==> config.mk <==
export PLATFORM = sky130hd
export DESIGN_NAME = vc_credit_scheduler_flat
export DESIGN_NICKNAME = d
export VERILOG_FILES = /design/src/rtl/fatmeshy_pkg.sv /design/src/rtl/vc_credit_scheduler_if.sv /design/src/rtl/vc_credit_scheduler_rr_arbiter.sv /design/src/rtl/vc_credit_scheduler.sv /design/src/flat_wrapper.sv
export SDC_FILE = /design/constraint.sdc
export NUM_CORES = 1
export LEC_CHECK = 0
export ABC_CLOCK_PERIOD_IN_PS = 4130
export BUFFER_PORTS_ARGS = -buffer_cell sky130_fd_sc_hd__buf_2
export CORE_ASPECT_RATIO = 1.75
export CORE_MARGIN = 3
export CORE_UTILIZATION = 45
export DETAILED_ROUTE_END_ITERATION = 8
export PLACE_DENSITY = 0.69
export REMOVE_ABC_BUFFERS = 1
export SYNTH_ARGS = -nofsm -noshare
export SYNTH_HDL_FRONTEND = slang
export SYNTH_HIERARCHICAL = 1
export SYNTH_SLANG_ARGS = --single-unit
==> constraint.sdc <==
create_clock -name clk -period 4.13 [get_ports clk]
set_input_delay 0.6195 -clock clk [delete_from_list [all_inputs] [get_ports clk]]
set_output_delay 0.6195 -clock clk [all_outputs]
set_load 0.05 [all_outputs]
==> src/rtl/fatmeshy_pkg.sv <==
// Shared fatmeshy link types: credit counter width and credit return mode.
package fatmeshy_pkg;

  localparam int CREDIT_WIDTH = 8;

  typedef logic [CREDIT_WIDTH-1:0] credit_t;

  typedef enum logic {
    CREDIT_INCR,
    CREDIT_ABS
  } credit_mode_e;

endpackage

==> src/rtl/vc_credit_scheduler_if.sv <==
// Transmit request/grant and credit return signals between the router out-port and the credit scheduler.
interface vc_credit_scheduler_if #(
  parameter int NUM_VC       = 4,
  parameter int CREDIT_WIDTH = fatmeshy_pkg::CREDIT_WIDTH
);

  localparam int VCW = $clog2(NUM_VC) | 1;

  // tx_valid[v] is a level request; a word moves on VC v in exactly the cycles where tx_grant[v] is high.
  // Credit returns are single-cycle strobes qualified by credit_valid and need no acknowledge.
  logic [NUM_VC-1:0]       tx_valid;
  logic                    tx_ready;
  logic [NUM_VC-1:0]       tx_grant;
  logic                    credit_valid;
  logic [VCW-1:0]          credit_vc;
  logic [CREDIT_WIDTH-1:0] credit_in;

  modport master (
    output tx_valid, tx_ready, credit_valid, credit_vc, credit_in,
    input  tx_grant
  );

  modport slave (
    input  tx_valid, tx_ready, credit_valid, credit_vc, credit_in,
    output tx_grant
  );

endinterface

==> src/rtl/vc_credit_scheduler_rr_arbiter.sv <==
// Combinational round-robin arbiter: grants the first requester at or above ptr, wrapping to the lowest.
module rr_arbiter #(
  parameter int N  = 4,
  parameter int PW = $clog2(N) | 1
) (
  input  logic [N-1:0]  req,
  input  logic [PW-1:0] ptr,
  output logic [N-1:0]  gnt
);

  logic [N-1:0] gnt_hi;
  logic [N-1:0] gnt_lo;
  logic         hi_found;

  // Scanning downward lets the lowest matching index overwrite earlier picks.
  always_comb begin
    gnt_hi   = '0;
    gnt_lo   = '0;
    hi_found = 1'b0;
    for (int j = N - 1; j >= 0; j--) begin
      if (req[j]) begin
        gnt_lo    = '0;
        gnt_lo[j] = 1'b1;
        if (j >= int'(ptr)) begin
          gnt_hi    = '0;
          gnt_hi[j] = 1'b1;
          hi_found  = 1'b1;
        end
      end
    end
    gnt = hi_found ? gnt_hi : gnt_lo;
  end

endmodule

==> src/rtl/vc_credit_scheduler.sv <==
// Per-link multi-VC credit scheduler: per-VC credit counters, round-robin grant, sticky error flags.
module vc_credit_scheduler
  import fatmeshy_pkg::*;
#(
  parameter int           NUM_VC       = 4,
  parameter int           CREDIT_WIDTH = fatmeshy_pkg::CREDIT_WIDTH,
  parameter int           MAX_CREDITS  = 2**CREDIT_WIDTH - 1,
  parameter int           INIT_CREDITS = 0,
  parameter credit_mode_e CREDIT_MODE  = CREDIT_INCR
) (
  input  logic                           clk,
  input  logic                           rst_n,
  vc_credit_scheduler_if.slave           link,
  output logic [NUM_VC*CREDIT_WIDTH-1:0] credit_count,
  output logic [NUM_VC-1:0]              credit_avail,
  output logic                           err_overflow,
  output logic                           err_vc_range,
  input  logic                           err_clear
);

  localparam int VCW = $clog2(NUM_VC) | 1;
  localparam int CW  = CREDIT_WIDTH;
  localparam int NW  = CREDIT_WIDTH + 1;

  logic [VCW-1:0]    rr_ptr_q, rr_ptr_d;
  logic [NUM_VC-1:0] elig, arb_gnt, grant, ovf;
  logic              err_ovf_q, err_ovf_d;
  logic              err_rng_q, err_rng_d;
  logic              vc_bad;

  // Eligibility looks only at registered counts, so a same-cycle return cannot unlock a grant.
  assign elig = link.tx_valid & credit_avail;

  rr_arbiter #(
    .N  (NUM_VC),
    .PW (VCW)
  ) u_arb (
    .req (elig),
    .ptr (rr_ptr_q),
    .gnt (arb_gnt)
  );

  assign grant         = link.tx_ready ? arb_gnt : '0;
  assign link.tx_grant = grant;

  always_comb begin
    rr_ptr_d = rr_ptr_q;
    for (int v = 0; v < NUM_VC; v++) begin
      if (grant[v]) rr_ptr_d = (v == NUM_VC - 1) ? '0 : VCW'(v + 1);
    end
  end

  assign vc_bad = link.credit_valid && (32'(link.credit_vc) >= NUM_VC);

  for (genvar v = 0; v < NUM_VC; v++) begin : g_vc
    logic          ret;
    logic          dec;
    logic [NW-1:0] nxt;
    logic [CW-1:0] count_q, count_d;

    assign ret = link.credit_valid && (link.credit_vc == VCW'(v));
    assign dec = grant[v];

    // One extra bit of headroom so an over-range result is detectable before clamping.
    always_comb begin
      nxt = '0;
      if (CREDIT_MODE == CREDIT_ABS) begin
        if (ret) nxt = (link.credit_in == '0) ? '0 : ({1'b0, link.credit_in} - NW'(dec));
        else     nxt = {1'b0, count_q} - NW'(dec);
      end else begin
        nxt = {1'b0, count_q} + (ret ? {1'b0, link.credit_in} : '0) - NW'(dec);
      end
    end

    assign ovf[v]  = (nxt > NW'(MAX_CREDITS));
    assign count_d = ovf[v] ? CW'(MAX_CREDITS) : nxt[CW-1:0];

    always_ff @(posedge clk or negedge rst_n) begin
      if (!rst_n) count_q <= CW'(INIT_CREDITS);
      else        count_q <= count_d;
    end

    assign credit_avail[v]             = (count_q != '0);
    assign credit_count[v*CW +: CW]    = count_q;
  end

  // A clear in the same cycle as a new error wins; that error is dropped.
  always_comb begin
    err_ovf_d = err_clear ? 1'b0 : (err_ovf_q | (|ovf));
    err_rng_d = err_clear ? 1'b0 : (err_rng_q | vc_bad);
  end

  always_ff @(posedge clk or negedge rst_n) begin
    if (!rst_n) begin
      rr_ptr_q  <= '0;
      err_ovf_q <= 1'b0;
      err_rng_q <= 1'b0;
    end else begin
      rr_ptr_q  <= rr_ptr_d;
      err_ovf_q <= err_ovf_d;
      err_rng_q <= err_rng_d;
    end
  end

  assign err_overflow = err_ovf_q;
  assign err_vc_range = err_rng_q;

endmodule

==> src/flat_wrapper.sv <==
// flat-port wrapper written by rule: the top's interface ports become plain ports
module vc_credit_scheduler_flat import fatmeshy_pkg::*;
#(
  parameter int           NUM_VC       = 4,
  parameter int           CREDIT_WIDTH = fatmeshy_pkg::CREDIT_WIDTH,
  parameter int           MAX_CREDITS  = 2**CREDIT_WIDTH - 1,
  parameter int           INIT_CREDITS = 0,
  parameter credit_mode_e CREDIT_MODE  = CREDIT_INCR
)
  (clk, rst_n, credit_count, credit_avail, err_overflow, err_vc_range, err_clear, link_tx_valid, link_tx_ready, link_credit_valid, link_credit_vc, link_credit_in, link_tx_grant);
  vc_credit_scheduler_if #(.NUM_VC(NUM_VC), .CREDIT_WIDTH(CREDIT_WIDTH)) link_i ();
  input  logic clk;
  input  logic rst_n;
  output logic [NUM_VC*CREDIT_WIDTH-1:0] credit_count;
  output logic [NUM_VC-1:0] credit_avail;
  output logic err_overflow;
  output logic err_vc_range;
  input  logic err_clear;
  input wire logic [$bits(link_i.tx_valid)-1:0] link_tx_valid;
  input wire logic [$bits(link_i.tx_ready)-1:0] link_tx_ready;
  input wire logic [$bits(link_i.credit_valid)-1:0] link_credit_valid;
  input wire logic [$bits(link_i.credit_vc)-1:0] link_credit_vc;
  input wire logic [$bits(link_i.credit_in)-1:0] link_credit_in;
  output wire logic [$bits(link_i.tx_grant)-1:0] link_tx_grant;
  assign link_i.tx_valid = link_tx_valid;
  assign link_i.tx_ready = link_tx_ready;
  assign link_i.credit_valid = link_credit_valid;
  assign link_i.credit_vc = link_credit_vc;
  assign link_i.credit_in = link_credit_in;
  assign link_tx_grant = link_i.tx_grant;
  vc_credit_scheduler #(.NUM_VC(NUM_VC), .CREDIT_WIDTH(CREDIT_WIDTH), .MAX_CREDITS(MAX_CREDITS), .INIT_CREDITS(INIT_CREDITS), .CREDIT_MODE(CREDIT_MODE)) u_core (.clk(clk), .rst_n(rst_n), .link(link_i), .credit_count(credit_count), .credit_avail(credit_avail), .err_overflow(err_overflow), .err_vc_range(err_vc_range), .err_clear(err_clear));
endmodule
==> impl_metrics.yaml <==
grt:
  grt_pass1_vias: 3532
  grt_use_met1: 0.246
  gr-total-overflow: 0
  antenna_found_initial: 0
  use_met2: 0.409
  busiest_layer: "met2"
  grt_usage: 0.223
  met3_usage: 0.0236
  grt_max_degree: 37
  grt_first_pass_wirelength_um: 16400
run_status:
  status: "completed"
worst_setup_path:
  reg2reg_depth: 15
  timing.rr.start: "u_core/g_vc[3].count_q[3]$_DFF_PN0_"
  critPathLaunchType: "register"
  critPathCaptureType: "register"
  r2r_end: "u_core/g_vc[2].count_q[7]$_DFF_PN0_"
  required_ps: 4280
  cp_max_fo: 6
  cp.arrival_ps: 4140
  crit_type: "register to register"
  rrSetupSlack_ps: 140
timing:
  worstMarginPinSlew_ps: 876
  setup_viol: 0
  slew-limit-headroom: 0.416
  finalCritPeriodShare: 0.965
  layout_min_cycle_time_ps: 3990
  hold_slack_ps: 441
  fin_skew_ps: 4.26
  slew_viol_final: 0
  finalHoldViolations: 0
  max_freq_ghz: 0.251
detailed_routing:
  antenna_left: 0
  drc: 0
  vias: 3550
  drtIter0Drc: 235
  wirelength_um: 10200
  drtPass1Iterations: 4
  avgViaCountPerCell: 5.50
  wire_per_inst_um: 15.8
finish:
  drive_gt1_frac: 0.182
  final_nets: 642
  fin_area_um2: 4490
  multi_input_area_um2: 2550
  fill_cells: 749
  num_antenna_cells: 0
  syn2layout_area_growth_pct: 19.2
  regArea_um2: 901
clock_network:
  root_buffer: "clkbuf_16"
  hold_buffers: 0
  clockBufferDepth: 2
  cts.clk_slew.worst_paths_ps: 60
  h-tree-depth: 2
  cts_sinks: 36
  clock_latency_ps: 280
  numCtsBuffers: 5
  cts_tree: "yes"
job:
  cap_violations: 0
synthesis:
  yosys_register_bits: 36
  synth_warnings: 6
  synth_cell_type_count: 50
  synth_cells: 473
  synthFlopType: "dfrtp_1"
  synth_edf_count: 0
  syn_area_um2: 3770
  syn_area_per_cell_um2: 7.96
  async_flop_share: 1.00
  seq_area_frac_synth: 0.239
place:
  place_hpwl_um: 8080
  place.gp.congestion: 0.953
  portBuffers: 61
  placed_cell_area_um2: 4250
pwr:
  intPower_uw: 1880
  cellPowerDensity_nw_per_um2: 897
  p_switching_uw: 2150
  power_frac_seq: 0.161
  switching_share: 0.532
  power_leakage_uw: 0.00242
  pwr-share-clk: 0.110
  combPwrFrac: 0.730
  peakVddDrop_mv: 0.360
floorplanning:
  start_util: 0.470
  die_h_um: 127
  rows: 43
  coreArea_um2: 8020
  pin_count: 62
  fp.dieW_um: 75.2
  die-area_um2: 9550
hold_path:
  worst_hold_path_type: "input port to asynchronous set/reset pin"
## timing repair
action	4_1_cts	5_1_grt
gates cloned	0	0
buffers inserted	0	2
pin swaps	0	5
gates resized for setup	2	11
hold endpoints to repair	0	0
endpoints found under the setup margin	6	27
## how the worst max path moves through the flow
stage                     slack [ps]  cells after the start                                 from                                  end
after floorplan                 -430                     15  u_core/g_vc[3].count_q[7]$_DFF_PN0_  u_core/g_vc[2].count_q[7]$_DFF_PN0_
after global placement            50                     15  u_core/g_vc[1].count_q[3]$_DFF_PN0_  u_core/g_vc[3].count_q[7]$_DFF_PN0_
after detailed placement           5                     15  u_core/g_vc[1].count_q[3]$_DFF_PN0_  u_core/g_vc[3].count_q[7]$_DFF_PN0_
after CTS                         40                     15  u_core/g_vc[3].count_q[3]$_DFF_PN0_  u_core/g_vc[2].count_q[7]$_DFF_PN0_
after global routing             -40                     15  u_core/g_vc[3].count_q[3]$_DFF_PN0_  u_core/g_vc[2].count_q[7]$_DFF_PN0_
final                            140                     15  u_core/g_vc[3].count_q[3]$_DFF_PN0_  u_core/g_vc[2].count_q[7]$_DFF_PN0_
## flip-flops by register name (all words and copies together) (netlist names)
register             count
u_core/err_vc_range      1
u_core/rr_ptr_q          2
u_core/g_vc.count_q     32
u_core/err_overflow      1
## synthesized netlist by cell type (3+ instances only)
cell      number  area (um^2)
a211o_1        3         26.3
a211oi_2       4         50.1
a21o_1         7         52.6
a21oi_1       23          115
a21oi_2        3         26.3
and2_1        10         62.6
dfrtp_1       36          901
fa_1           4         80.1
ha_1          64          801
inv_1        103          387
mux2i_1        7         70.1
nand2_1       50          188
nand2b_1       4         25.0
nand3_1        3         15.0
nand4b_1       3         26.3
nor2_1        27          101
nor2b_1        6         37.5
nor3_1        16         80.1
nor3_2         4         40.0
nor4_1         8         50.1
o211a_1        3         30.0
o21a_1         9         67.6
o21ai_0       14         70.1
o21ai_1        6         30.0
o21bai_1      10         75.1
o22ai_1        3         18.8
or3_1          6         37.5
or4b_1         3         30.0
xnor2_1        8         70.1
xor2_1         4         35.0
## logic make-up (layout without fill, tap and decap cells)
kind of cell             Yosys count  after routing  synth area share
AND/OR/NAND/NOR                  148            148             0.200
buffers and inverters            105            181             0.105
multiplexers                       7              7            0.0186
adder cells (fa/ha/maj)           68             68             0.234
AO/OA/AOI/OAI                     96             96             0.175
other                              1              7          0.000995
flip-flops                        36             36             0.239
XOR/XNOR                          12             12            0.0279
## layer usage
layer | wire [um] | part of all wire | up-vias
li1 | - | - | 1738
met1 | 3840 | 0.38 | 1685
met2 | 5540 | 0.54 | 99
met3 | 414 | 0.041 | 28
met4 | 405 | 0.040 | 0
met5 | 0 | 0 | -
## power groups by stage
stage	registers (uW)	clock network (uW)	logic, uW
floorplan	1010	0	1830
global placement	634	0	2820
detailed placement	637	0	2860
CTS	633	448	2880
global route	668	467	3240
finish	647	443	2940
## metrics by stage
stage               cells  power [uW]   util  setup WS [ps]  TNS [ps]
finish                645        4030  0.560            144         0
global route          645        4380  0.560          -35.2     -49.8
CTS                   643        3960  0.552           42.0         0
detailed placement    635        3500  0.531           5.15         0
global placement      635        3450  0.531           52.6         0
floorplan             477        2850      -           -428     -7220
## worst max-delay path, stage by stage, from the launching register on
cell and delay, ps:
dfrtp_1 430, nor4_4 320, nand2_1 100, and2_1 220
nor2b_2 180, o31ai_2 200, o311a_1 260, and2_1 170
ha_1 140, inv_1 40, ha_1 200, fa_1 440
a211oi_2 310, nor3_2 100, mux2i_2 200, or4b_1 540
## cells in the final DEF, fill, tap and decap left out, drive strengths merged, types with 2 or more instances in the layout
cell type,Yosys,final
dfrtp,36,36
a21oi,26,26
or3,6,6
nor3,20,20
conb,1,7
o21a,9,9
xor2,4,4
nor4,8,8
nor2,27,27
inv,103,103
o311a,2,2
o211ai,2,2
a21o,8,8
nand4b,3,3
clkbuf,2,6
o22ai,3,3
o21bai,10,10
fa,4,4
nand3,3,3
and2,10,10
o21ai,20,20
buf,0,70
nand2b,4,4
a211o,3,3
or4b,3,3
a211oi,5,5
o211a,3,3
nor2b,7,7
ha,64,64
mux2i,7,7
nand2,50,50
xnor2,8,8
## cell type report
| type | instances | area share |
|---|---|---|
| multi-input cells | 338 | 0.569 |
| clock inverters | 2 | 0.00780 |
| repair buffers | 70 | 0.0830 |
| clock buffers | 6 | 0.0287 |
| well taps | 90 | 0.0251 |
| inverters | 103 | 0.0861 |
| flip-flops and latches | 36 | 0.201 |
Note: power is estimated with default switching activity, not from simulation.
